### src/rtl/console_writer_pkg.sv
// Shared types and constants for the console writer: FSM states, cursor
// commands and the ASCII control codes the writer interprets.
package console_pkg;

  typedef enum logic [2:0] {
    IDLE    = 3'd0,
    SETUP   = 3'd1,
    STROBE  = 3'd2,
    CLEAR   = 3'd3,
    REFRESH = 3'd4
  } state_e;

  typedef enum logic [2:0] {
    CMD_NONE    = 3'd0,
    CMD_ADVANCE = 3'd1,
    CMD_NEWLINE = 3'd2,
    CMD_CR      = 3'd3,
    CMD_TAB     = 3'd4,
    CMD_BS      = 3'd5,
    CMD_HOME    = 3'd6
  } cursor_cmd_e;

  localparam logic [7:0] CH_BS    = 8'h08;
  localparam logic [7:0] CH_TAB   = 8'h09;
  localparam logic [7:0] CH_LF    = 8'h0A;
  localparam logic [7:0] CH_FF    = 8'h0C;
  localparam logic [7:0] CH_CR    = 8'h0D;
  localparam logic [7:0] CH_SPACE = 8'h20;
  localparam int         TAB_STOP = 8;

  function automatic logic is_printable(input logic [7:0] c);
    return (c >= 8'h20) && (c <= 8'h7E);
  endfunction

endpackage

### src/rtl/console_writer_if.sv
// Character-in / video-memory-out bundle of the console writer.
interface console_writer_if;
  logic        in_valid;
  logic [7:0]  in_char;
  logic        in_ready;
  logic        flush;
  logic        vga_write;
  logic [15:0] vga_addr;
  logic [15:0] vga_data;
  logic        vga_clear;
  logic        vga_activate;
  logic [15:0] cursor_row;
  logic [15:0] cursor_col;

  modport master (
    output in_valid, in_char, flush,
    input  in_ready, vga_write, vga_addr, vga_data, vga_clear, vga_activate,
    input  cursor_row, cursor_col
  );

  modport slave (
    input  in_valid, in_char, flush,
    output in_ready, vga_write, vga_addr, vga_data, vga_clear, vga_activate,
    output cursor_row, cursor_col
  );
endinterface

### src/rtl/console_writer_cursor.sv
// Cursor row/column registers with the wrap, newline, tab and backspace
// rules; also produces the linear video address of the current cell.
module console_cursor
  import console_pkg::*;
#(
  parameter int WIDTH  = 150,
  parameter int HEIGHT = 50
) (
  input  logic        clk,
  input  logic        rst_n,
  input  cursor_cmd_e cmd_i,
  output logic [15:0] row_o,
  output logic [15:0] col_o,
  output logic [15:0] addr_o,
  output logic        wrap_last_o,
  output logic        last_row_o,
  output logic        tab_wrap_o
);

  localparam logic [15:0] LAST_ROW = 16'(HEIGHT - 1);
  localparam logic [15:0] LAST_COL = 16'(WIDTH - 1);
  localparam logic [15:0] W16      = 16'(WIDTH);

  logic [15:0] row_q, row_d, col_q, col_d;
  logic [15:0] tab_col_s, next_row_s;

  // A newline from the bottom row homes the cursor; the caller issues the clear.
  always_comb begin
    tab_col_s  = (col_q | 16'(TAB_STOP - 1)) + 16'd1;
    next_row_s = (row_q == LAST_ROW) ? 16'd0 : row_q + 16'd1;
    row_d      = row_q;
    col_d      = col_q;
    case (cmd_i)
      CMD_ADVANCE: begin
        if (col_q == LAST_COL) begin
          col_d = 16'd0;
          row_d = next_row_s;
        end else begin
          col_d = col_q + 16'd1;
        end
      end
      CMD_NEWLINE: begin
        col_d = 16'd0;
        row_d = next_row_s;
      end
      CMD_CR: col_d = 16'd0;
      CMD_TAB: begin
        if (tab_col_s >= W16) begin
          col_d = 16'd0;
          row_d = next_row_s;
        end else begin
          col_d = tab_col_s;
        end
      end
      CMD_BS: begin
        if (col_q != 16'd0) begin
          col_d = col_q - 16'd1;
        end else begin
          col_d = col_q;
        end
      end
      CMD_HOME: begin
        col_d = 16'd0;
        row_d = 16'd0;
      end
      default: begin
        col_d = col_q;
        row_d = row_q;
      end
    endcase
  end

  always_ff @(posedge clk or negedge rst_n) begin
    if (!rst_n) begin
      row_q <= 16'd0;
      col_q <= 16'd0;
    end else begin
      row_q <= row_d;
      col_q <= col_d;
    end
  end

  assign row_o       = row_q;
  assign col_o       = col_q;
  assign addr_o      = 16'(row_q * W16) + col_q;
  assign last_row_o  = (row_q == LAST_ROW);
  assign wrap_last_o = (row_q == LAST_ROW) && (col_q == LAST_COL);
  assign tab_wrap_o  = (tab_col_s >= W16);

endmodule

### src/rtl/console_writer.sv
// Console writer top: byte acceptance FSM, flush latch and the registered
// write/clear/refresh strobes toward the text-mode video memory.
module console_writer
  import console_pkg::*;
#(
  parameter int WIDTH        = 150,
  parameter int HEIGHT       = 50,
  parameter bit AUTO_REFRESH = 1'b1
) (
  input logic             clk,
  input logic             rst_n,
  console_writer_if.slave bus
);

  if (WIDTH * HEIGHT > 65536) begin : g_size_check
    $error("console_writer: WIDTH*HEIGHT does not fit a 16-bit address");
  end

  state_e      state_q, state_d;
  cursor_cmd_e cmd_s;
  logic        flush_pend_q, flush_pend_d;
  logic [7:0]  char_q, char_d;
  logic        advance_q, advance_d;
  logic        refresh_after_q, refresh_after_d;
  logic        setup_first_q, setup_first_d;
  logic        in_ready_q, vga_write_q, vga_clear_q, vga_activate_q;
  logic [15:0] vga_addr_q, vga_data_q;
  logic [15:0] row_s, col_s, addr_s;
  logic        wrap_last_s, last_row_s, tab_wrap_s, accept_s;

  console_cursor #(.WIDTH(WIDTH), .HEIGHT(HEIGHT)) u_cursor (
    .clk        (clk),
    .rst_n      (rst_n),
    .cmd_i      (cmd_s),
    .row_o      (row_s),
    .col_o      (col_s),
    .addr_o     (addr_s),
    .wrap_last_o(wrap_last_s),
    .last_row_o (last_row_s),
    .tab_wrap_o (tab_wrap_s)
  );

  assign accept_s = bus.in_valid && in_ready_q;

  // A flush arriving in the REFRESH cycle itself stays pending for another pass.
  always_comb begin
    if (bus.flush) begin
      flush_pend_d = 1'b1;
    end else if (state_q == REFRESH) begin
      flush_pend_d = 1'b0;
    end else begin
      flush_pend_d = flush_pend_q;
    end
  end

  // SETUP lasts two cycles: address/data are captured in the first, the
  // second gives the memory a full cycle of setup before the write edge.
  always_comb begin
    state_d         = state_q;
    char_d          = char_q;
    advance_d       = advance_q;
    refresh_after_d = refresh_after_q;
    setup_first_d   = setup_first_q;
    cmd_s           = CMD_NONE;
    case (state_q)
      IDLE: begin
        if (flush_pend_q) begin
          state_d = REFRESH;
        end else if (accept_s) begin
          if (is_printable(bus.in_char)) begin
            char_d        = bus.in_char;
            advance_d     = 1'b1;
            setup_first_d = 1'b1;
            state_d       = SETUP;
          end else begin
            case (bus.in_char)
              CH_LF: begin
                cmd_s           = CMD_NEWLINE;
                refresh_after_d = AUTO_REFRESH;
                if (last_row_s) begin
                  state_d = CLEAR;
                end else if (AUTO_REFRESH) begin
                  state_d = REFRESH;
                end else begin
                  state_d = IDLE;
                end
              end
              CH_CR: cmd_s = CMD_CR;
              CH_BS: begin
                if (col_s != 16'd0) begin
                  cmd_s         = CMD_BS;
                  char_d        = CH_SPACE;
                  advance_d     = 1'b0;
                  setup_first_d = 1'b1;
                  state_d       = SETUP;
                end else begin
                  cmd_s = CMD_NONE;
                end
              end
              CH_TAB: begin
                cmd_s           = CMD_TAB;
                refresh_after_d = 1'b0;
                if (tab_wrap_s && last_row_s) begin
                  state_d = CLEAR;
                end else begin
                  state_d = IDLE;
                end
              end
              CH_FF: begin
                cmd_s           = CMD_HOME;
                refresh_after_d = AUTO_REFRESH;
                state_d         = CLEAR;
              end
              default: cmd_s = CMD_NONE;
            endcase
          end
        end else begin
          state_d = IDLE;
        end
      end
      SETUP: begin
        if (setup_first_q) begin
          setup_first_d = 1'b0;
        end else begin
          state_d = STROBE;
        end
      end
      STROBE: begin
        if (advance_q) begin
          cmd_s           = CMD_ADVANCE;
          refresh_after_d = 1'b0;
          state_d         = wrap_last_s ? CLEAR : IDLE;
        end else begin
          state_d = IDLE;
        end
      end
      CLEAR:   state_d = refresh_after_q ? REFRESH : IDLE;
      REFRESH: state_d = IDLE;
      default: state_d = IDLE;
    endcase
  end

  always_ff @(posedge clk or negedge rst_n) begin
    if (!rst_n) begin
      state_q         <= IDLE;
      flush_pend_q    <= 1'b0;
      char_q          <= 8'h00;
      advance_q       <= 1'b0;
      refresh_after_q <= 1'b0;
      setup_first_q   <= 1'b0;
    end else begin
      state_q         <= state_d;
      flush_pend_q    <= flush_pend_d;
      char_q          <= char_d;
      advance_q       <= advance_d;
      refresh_after_q <= refresh_after_d;
      setup_first_q   <= setup_first_d;
    end
  end

  // Strobes decode the next state so each is a clean one-hot registered pulse.
  always_ff @(posedge clk or negedge rst_n) begin
    if (!rst_n) begin
      in_ready_q     <= 1'b1;
      vga_write_q    <= 1'b0;
      vga_clear_q    <= 1'b0;
      vga_activate_q <= 1'b0;
      vga_addr_q     <= 16'd0;
      vga_data_q     <= 16'd0;
    end else begin
      in_ready_q     <= (state_d == IDLE) && !flush_pend_d;
      vga_write_q    <= (state_d == STROBE);
      vga_clear_q    <= (state_d == CLEAR);
      vga_activate_q <= (state_d == REFRESH);
      if ((state_q == SETUP) && setup_first_q) begin
        vga_addr_q <= addr_s;
        vga_data_q <= {8'h00, char_q};
      end
    end
  end

  assign bus.in_ready     = in_ready_q;
  assign bus.vga_write    = vga_write_q;
  assign bus.vga_addr     = vga_addr_q;
  assign bus.vga_data     = vga_data_q;
  assign bus.vga_clear    = vga_clear_q;
  assign bus.vga_activate = vga_activate_q;
  assign bus.cursor_row   = row_s;
  assign bus.cursor_col   = col_s;

endmodule

### src/flat_wrapper.sv
// flat-port wrapper written by rule: the top's interface ports become plain ports
module console_writer_flat import console_pkg::*;
#(
  parameter int WIDTH        = 150,
  parameter int HEIGHT       = 50,
  parameter bit AUTO_REFRESH = 1'b1
)
  (clk, rst_n, bus_in_valid, bus_in_char, bus_flush, bus_in_ready, bus_vga_write, bus_vga_addr, bus_vga_data, bus_vga_clear, bus_vga_activate, bus_cursor_row, bus_cursor_col);
  console_writer_if bus_i ();
  input logic clk;
  input logic rst_n;
  input wire logic [$bits(bus_i.in_valid)-1:0] bus_in_valid;
  input wire logic [$bits(bus_i.in_char)-1:0] bus_in_char;
  input wire logic [$bits(bus_i.flush)-1:0] bus_flush;
  output wire logic [$bits(bus_i.in_ready)-1:0] bus_in_ready;
  output wire logic [$bits(bus_i.vga_write)-1:0] bus_vga_write;
  output wire logic [$bits(bus_i.vga_addr)-1:0] bus_vga_addr;
  output wire logic [$bits(bus_i.vga_data)-1:0] bus_vga_data;
  output wire logic [$bits(bus_i.vga_clear)-1:0] bus_vga_clear;
  output wire logic [$bits(bus_i.vga_activate)-1:0] bus_vga_activate;
  output wire logic [$bits(bus_i.cursor_row)-1:0] bus_cursor_row;
  output wire logic [$bits(bus_i.cursor_col)-1:0] bus_cursor_col;
  assign bus_i.in_valid = bus_in_valid;
  assign bus_i.in_char = bus_in_char;
  assign bus_i.flush = bus_flush;
  assign bus_in_ready = bus_i.in_ready;
  assign bus_vga_write = bus_i.vga_write;
  assign bus_vga_addr = bus_i.vga_addr;
  assign bus_vga_data = bus_i.vga_data;
  assign bus_vga_clear = bus_i.vga_clear;
  assign bus_vga_activate = bus_i.vga_activate;
  assign bus_cursor_row = bus_i.cursor_row;
  assign bus_cursor_col = bus_i.cursor_col;
  console_writer #(.WIDTH(WIDTH), .HEIGHT(HEIGHT), .AUTO_REFRESH(AUTO_REFRESH)) u_core (.clk(clk), .rst_n(rst_n), .bus(bus_i));
endmodule
### config.mk
export PLATFORM = sky130hd
export DESIGN_NAME = console_writer_flat
export DESIGN_NICKNAME = d
export VERILOG_FILES = /design/src/rtl/console_writer_pkg.sv /design/src/rtl/console_writer_if.sv /design/src/rtl/console_writer_cursor.sv /design/src/rtl/console_writer.sv /design/src/flat_wrapper.sv
export SDC_FILE = /design/constraint.sdc
export NUM_CORES = 1
export LEC_CHECK = 0
export CORE_ASPECT_RATIO = 2
export CORE_MARGIN = 1.5
export CORE_UTILIZATION = 40
export DETAILED_ROUTE_END_ITERATION = 10
export GPL_ROUTABILITY_DRIVEN = 0
export PLACE_DENSITY = 0.75
export SYNTH_ARGS = -nofsm -noshare
export SYNTH_HDL_FRONTEND = slang
export SYNTH_SLANG_ARGS = --single-unit
### constraint.sdc
create_clock -name clk -period 4.3 [get_ports clk]
set_clock_uncertainty 0.2 [all_clocks]
set_input_delay 1.29 -clock clk [delete_from_list [all_inputs] [get_ports clk]]
set_output_delay 1.29 -clock clk [all_outputs]
set_load 0.02 [all_outputs]
# Yosys cells after proc, flatten, opt, wreduce, memory -nomap -nowiden

Index checks and enable logic that the tools add are counted.

$add $sub $neg: 5
$mul: 1
Divide/modulo/power cells: 0
Magnitude comparators: 3
Eq/ne operators: 30
Shift-type cells: 0
Multiplexer cells: 47
Bitwise gates (word level): 1
Reductions and logical operators: 23

Operators with widths:

| kind                                                                     | count |
|---|---|
| 16-bit one-hot mux with 4 select lines                                   | 2 |
| 16-bit 2-to-1 mux                                                        | 6 |
| 16-bit by 1-bit adder with 16-bit output (second input constant)         | 3 |
| 8-bit by 4-bit == test with 1-bit output (second input constant)         | 5 |
| 3-bit 2-to-1 mux                                                         | 12 |
| 8-bit 2-to-1 mux                                                         | 3 |
| 3-bit one-hot mux with 4 select lines                                    | 2 |
| 3-bit by 2-bit == test with 1-bit output (second input constant)         | 6 |
| 16-bit adder                                                             | 1 |
| 16-bit by 6-bit == test with 1-bit output (second input constant)        | 1 |
| 16-bit by 8-bit == test with 1-bit output (second input constant)        | 1 |
| 16-bit by 8-bit >= comparator with 1-bit output (second input constant)  | 1 |
| 16-bit by 7-bit multiplier with 15-bit output (second input constant)    | 1 |
| 16-bit nonzero test                                                      | 1 |
| 16-bit by 1-bit subtractor with 16-bit output (second input constant)    | 1 |
| 3-bit == test (second input constant)                                    | 5 |
| 1-bit 2-to-1 mux                                                         | 15 |
| 3-bit one-hot mux with 5 select lines                                    | 1 |
| 5-bit AND reduction                                                      | 2 |
| 8-bit by 6-bit >= comparator with 1-bit output (second input constant)   | 1 |
| 8-bit by 7-bit <= comparator with 1-bit output (second input constant)   | 1 |
| 2-bit by 1-bit inequality test with 1-bit output (second input constant) | 4 |
| 2-bit nonzero test                                                       | 4 |
| 4-bit nonzero test                                                       | 2 |
| other kinds (17)                                                         | 29 |

Register bits: 75
Bits in latches: 0
RAM bits: 0
Bits in read-only memories: 0
Input port bits: 12
Memories kept: 0

# Logic depth before layout (Yosys ltp)

Depth after elaboration: 11
Depth in mapped cells: 20

# By module

Synthesis repeated with hierarchy kept, for this count alone.

Cell total of the unflattened synthesis: 735
Area, all modules: 6638.9 um^2

Modules (own cells, without submodules):

| module         | times used | cells each | area an instance (um^2) |
|---|---|---|---|
| console_cursor | 1          | 570        | 4604.4 |
| console_writer | 1          | 165        | 2034.5 |

# Least setup slack after synthesis

OpenSTA, ideal clock, no wires.

Path kind: reg-to-reg
From: register u_core.u_cursor.row_q[4], in the netlist u_core.u_cursor.row_o[4]
To: register u_core.vga_addr_q[15], in the netlist u_core.bus.vga_addr[15]
Library setup time: 0.134 ns
Arrival time: 4.441 ns
Required time: 3.966 ns
Slack: -0.475 ns
Cell stages (with the launch flop): 20
Period minus slack after synthesis: 4.775 ns
Cells stage by stage: dfrtp_1 -> ha_1 -> ha_1 -> inv_1 -> fa_1 -> fa_1 -> inv_1 -> ha_1 -> nor2_1 -> a21oi_1 -> a21oi_1 -> xnor2_1 -> ha_1 -> and3_1 -> a21oi_1 -> o21ai_0 -> o41a_1 -> a31oi_1 -> xnor2_1 -> o21ai_0

Word-level cells in the longest chain between the ends: 2

Ends and longest elaborated chain:

| what                                          | RTL line                    | source |
|---|---|---|
| start: declaration                            | console_writer_cursor.sv:24 | `logic [15:0] row_q, row_d, col_q, col_d;` |
| start signal: assignment                      | console_writer_cursor.sv:78 | `row_q <= row_d;` |
| 16-bit by 7-bit multiplier with 15-bit output | console_writer_cursor.sv:85 | `assign addr_o = 16'(row_q * W16) + col_q;` |
| 16-bit adder                                  | console_writer_cursor.sv:85 |  |
| end signal: assignment                        | console_writer.sv:176       | `vga_addr_q <= addr_s;` |
| end: declaration                              | console_writer.sv:27        | `logic [15:0] vga_addr_q, vga_data_q;` |

No other way between the ends.
A chain may end at the register's enable or synchronous reset.

# Final worst setup path

From: register u_core.u_cursor.row_q[5], in the netlist u_core.u_cursor.row_o[5]
To: register u_core.vga_addr_q[15], in the netlist u_core.bus.vga_addr[15]

Same word-level chain as after synthesis.

==> run_results.csv <==
group,metric,value,unit
run_status,outcome,"complete, but fails checks",
run_status,violations,"negative setup slack",
timing,post-route-min-period,4.67,ns
clock_network,cts_max_level,3,
placed_design,io_buffer_count,71,
placed_design,pre_cts_slack,-0.314,ns
critical_path,crit_path_end_kind,"flip-flop",
power,cellPowerDensity,211,nW/µm²
global_routing,grt_overflow_total,0,
critical_path,crit_slowest_cell,"sky130_fd_sc_hd__fa_1",
timing,setup_ws,-0.369,ns
logic_synthesis,avgSynthCellArea,8.29,µm²
critical_path,worst-endpoint-required,4.33,ns
timing,setup-tns-final,-1.34,ns
global_routing,grt_util_all_layers,0.252,
power,fin_total_pwr,1.89,mW
floorplan,placementRows,65,
logic_synthesis,synthesis_stage_register_bit_count,75,
placed_design,dpl_cell_area,8310,µm²
global_routing,global_route_wire_length_before_repair,33500,µm
power,power.ir.vdd_worst,0.183,mV
logic_synthesis,yosys_warnings,0,
logic_synthesis,synthDistinctLibCells,68,
critical_path,r2r.worst_path.cells,19,
critical_path,worst-endpoint-arrival,4.70,ns
logic_synthesis,synth.yosys.seq_area_share,0.288,
cells_and_area,area_growth_syn_to_layout,36.6,%
drt,totalWireLength,21200,µm
drt,firstDrtPassIters,5,
logic_synthesis,post_synth_instance_area,6520,µm²
global_routing,first_global_vias,6773,
critical_path,critical_path.cell_chain,"ha_4, ha_4, fa_1, inv_2, fa_1, inv_2, ha_4, inv_2, o21bai_4, o41ai_4, o21bai_1, xor2_1, ha_1, or2_4, a21o_1, o41a_1, a31oi_2, xnor2_1, o21ai_1",
floorplan,initial_core_util,0.411,
logic_synthesis,number_of_enable_flip_flop_cells_after_synthesis,0,
timing,setup_viol_count_final,6,
drt,initialDrtViolationCount,375,
cells_and_area,final_area,8910,µm²
timing,tightest_slew,0.990,ns
floorplan,floorplan.die_area,17100,µm²
logic_synthesis,async_reset_ff_frac,1.00,
critical_path,cp-start-kind,"flip-flop",
hold_path,worstHoldPathCells,2,
global_routing,grt_max_degree,76,
hold_path,holdCritPathClass,"flip-flop to flip-flop",
job,timing.max_cap.violations,0,
floorplan,die_height,184,µm
drt,drcViolationCount,0,
floorplan,die_width,93.3,µm
critical_path,max_stage_delay,0.53,ns
logic_synthesis,postSynthCellCount,787,
timing,rsz0062_at_grt,"yes",
power,power.static_leakage,4.02,nW
drt,detail_route.vias_per_cell,5.79,
clock_network,cts.clk_slew.worst_paths,0.07,ns
clock_network,hold_buf_cts,0,
floorplan,top_level_ports,80,
logic_synthesis,dominantRegCellSynth,"sky130_fd_sc_hd__dfrtp_1",
critical_path,path_max_fanout,4,
drt,ant_nets,0,
clock_network,numCtsBuffers,9,
timing,min_period_over_period,1.09,
clock_network,cts_buffer_depth,2,
clock_network,clk-insertion-delay-late,0.35,ns
timing,timing_hold_violations_final,0,
placed_design,hpwl,15800,µm
clock_network,cts.sinks,75,
clock_network,tritoncts_clock_tree,"built",
cells_and_area,drive_gt1_frac,0.208,
floorplan,core-area,15900,µm²
timing,maximum_achievable_frequency,214,MHz
timing,slew_headroom,0.338,
cells_and_area,final_nets,1040,
clock_network,cts-root-buf,"sky130_fd_sc_hd__clkbuf_16",
cells_and_area,postLayoutCoreUtil,0.562,
drt,vias,6707,
cells_and_area,antenna_diode_count,0,
timing,maxSlewViolCount,0,
drt,routedWlPerCell,18.3,µm
critical_path,worstSetupPathType,"flip-flop to flip-flop",
global_routing,grt_antenna_before_repair,0,
==> layout make-up <==
| type | instances | area (µm²) |
|---|---|---|
| Sequential cell | 75 | 1890 |
| Fill cell | 1401 | 6950 |
| Clock inverter | 6 | 96.3 |
| Timing Repair Buffer | 190 | 1650 |
| Multi-Input combinational cell | 606 | 4530 |
| Tap cell | 201 | 251 |
| Clock buffer | 10 | 239 |
| Inverter | 70 | 263 |
==> final timing paths <==
kind	from	endpoint	slack (ns)
min reg2reg	u_core.bus.vga_addr[10]	u_core.bus.vga_addr[10]	0.27
min in group asynchronous	rst_n	u_core.u_cursor.col_o[8]	0.88
max in group asynchronous	rst_n	u_core.u_cursor.row_o[5]	2.30
max reg2reg	u_core.u_cursor.row_o[5]	u_core.bus.vga_addr[15]	-0.37
min	u_core.bus.vga_addr[10]	u_core.bus.vga_addr[10]	0.27
max	u_core.u_cursor.row_o[5]	u_core.bus.vga_addr[15]	-0.37
==> cells in the mapped netlist (all sizes together), types with 3 or more instances <==
| master | instances | area, µm² |
|---|---|---|
| a22o | 9 | 78.8 |
| and2 | 6 | 37.5 |
| o21bai | 6 | 45.0 |
| a211oi | 6 | 57.6 |
| dfrtp | 74 | 1850 |
| o31ai | 10 | 75.1 |
| nand2 | 84 | 315 |
| o21a | 4 | 30.0 |
| o211ai | 7 | 57.6 |
| or4 | 11 | 86.3 |
| mux2i | 10 | 100 |
| or3 | 8 | 50.1 |
| or2 | 3 | 18.8 |
| nand4 | 9 | 56.3 |
| a21o | 8 | 60.1 |
| inv | 70 | 263 |
| o221ai | 4 | 35.0 |
| nor4b | 4 | 35.0 |
| nand3 | 22 | 110 |
| nor4 | 7 | 50.1 |
| and3 | 4 | 25.0 |
| xor2 | 11 | 96.3 |
| ha | 58 | 726 |
| o22ai | 10 | 62.6 |
| a31oi | 10 | 62.6 |
| xnor2 | 22 | 193 |
| a211o | 5 | 43.8 |
| clkbuf | 30 | 113 |
| mux2 | 3 | 33.8 |
| fa | 18 | 360 |
| o21ai | 64 | 320 |
| a21oi | 35 | 175 |
| nor3 | 30 | 150 |
| buf | 13 | 92.6 |
| nand2b | 10 | 62.6 |
| nand4b | 4 | 35.0 |
| nor2 | 58 | 220 |
| nor2b | 12 | 75.1 |
| nor3b | 3 | 22.5 |
==> registers in the layout, indices dropped and copies added, names as in the netlist <==
| signal | flops |
|---|---|
| u_core.advance_q | 1 |
| u_core.bus.in_ready | 1 |
| u_core.bus.vga_activate | 1 |
| u_core.bus.vga_addr | 16 |
| u_core.bus.vga_clear | 1 |
| u_core.bus.vga_data | 8 |
| u_core.bus.vga_write | 1 |
| u_core.char_q | 8 |
| u_core.flush_pend_q | 1 |
| u_core.refresh_after_q | 1 |
| u_core.setup_first_q | 1 |
| u_core.state_q | 3 |
| u_core.u_cursor.col_o | 16 |
| u_core.u_cursor.row_o | 16 |
==> what timing repair did <==
item / in CTS / in global routing
setup buffers: 6 / 5
endpoints found under the setup margin: 5 / 8
pin swaps: 21 / 18
gates resized for setup: 16 / 26
==> power by group <==
| group | total, mW | switching (mW) | internal, mW |
|---|---|---|---|
| Clock | 0.867 | 0.336 | 0.531 |
| Sequential | 0.810 | 0.0436 | 0.766 |
| Combinational | 0.208 | 0.111 | 0.0967 |
==> cells by family (layout without fill, tap and decap cells) <==
family | count (synthesis) | in the layout | synth area share
xor+xnor | 33 | 33 | 0.0443
buf+inv | 113 | 276 | 0.0717
mux | 13 | 13 | 0.0205
simple gates | 279 | 279 | 0.213
fa+ha+maj | 76 | 76 | 0.166
flops | 75 | 75 | 0.288
other cells | 1 | 8 | 0.000575
compound gates | 197 | 197 | 0.195
==> critical path: cells and delay by family, from the launching register on <==
kind / cells / cell delay [ns]
adders and majority gates: 6 / 2.07
xor gates and xnor gates: 2 / 0.35
buffers and inverters: 3 / 0.16
DFF: 1 / 0.46
and+or+nand+nor: 1 / 0.27
AOI/OAI and AO/OA: 7 / 1.02
==> placed cells by master (no fill, tap or decap), types with 6 or more instances in the layout <==
master | netlist | layout
sky130_fd_sc_hd__buf_4 | 9 | 113
sky130_fd_sc_hd__nand2_1 | 84 | 84
sky130_fd_sc_hd__clkdlybuf4s50_1 | 0 | 70
sky130_fd_sc_hd__dfrtp_1 | 74 | 67
sky130_fd_sc_hd__inv_1 | 70 | 64
sky130_fd_sc_hd__o21ai_0 | 63 | 54
sky130_fd_sc_hd__nor2_1 | 57 | 54
sky130_fd_sc_hd__ha_1 | 58 | 43
sky130_fd_sc_hd__a21oi_1 | 35 | 32
sky130_fd_sc_hd__nor3_1 | 30 | 30
sky130_fd_sc_hd__nand3_1 | 22 | 22
sky130_fd_sc_hd__xnor2_1 | 22 | 21
sky130_fd_sc_hd__fa_1 | 18 | 18
sky130_fd_sc_hd__ha_4 | 0 | 14
sky130_fd_sc_hd__nor2b_1 | 12 | 11
sky130_fd_sc_hd__xor2_1 | 11 | 10
sky130_fd_sc_hd__or4_1 | 10 | 10
sky130_fd_sc_hd__nand2b_1 | 10 | 10
sky130_fd_sc_hd__mux2i_1 | 10 | 10
sky130_fd_sc_hd__o22ai_1 | 10 | 10
sky130_fd_sc_hd__nand4_1 | 9 | 9
sky130_fd_sc_hd__a22o_1 | 9 | 9
sky130_fd_sc_hd__clkbuf_16 | 0 | 9
sky130_fd_sc_hd__a21o_1 | 8 | 8
sky130_fd_sc_hd__o31ai_1 | 10 | 8
sky130_fd_sc_hd__or3_1 | 8 | 8
sky130_fd_sc_hd__conb_1 | 1 | 8
sky130_fd_sc_hd__o21ai_1 | 1 | 7
sky130_fd_sc_hd__a31oi_1 | 10 | 7
sky130_fd_sc_hd__dfrtp_2 | 0 | 7
sky130_fd_sc_hd__inv_2 | 0 | 6
sky130_fd_sc_hd__and2_1 | 6 | 6
sky130_fd_sc_hd__nor4_1 | 6 | 6
sky130_fd_sc_hd__o211ai_1 | 6 | 6
==> per-stage QoR <==
| stage | std cells | hold WS [ns] |
|---|---|---|
| after detailed placement | 1132 | 0.255 |
| after floorplan | 794 | 0.231 |
| after CTS | 1154 | 0.281 |
| final | 1158 | 0.266 |
| after global routing | 1158 | 0.308 |
| after global placement | 1132 | 0.254 |
==> routing by layer <==
| metal | routed length [µm] | GRT usage | share of wire | vias to the layer above |
|---|---|---|---|---|
| li1 | - | - | - | 3110 |
| met1 | 7160 | 0.252 | 0.34 | 3237 |
| met2 | 11800 | 0.469 | 0.56 | 273 |
| met3 | 864 | 0.0318 | 0.041 | 87 |
| met4 | 1330 | 0.169 | 0.063 | 0 |
| met5 | 0 | 0 | 0 | - |
No activity file was read; power rests on OpenSTA's default activity.
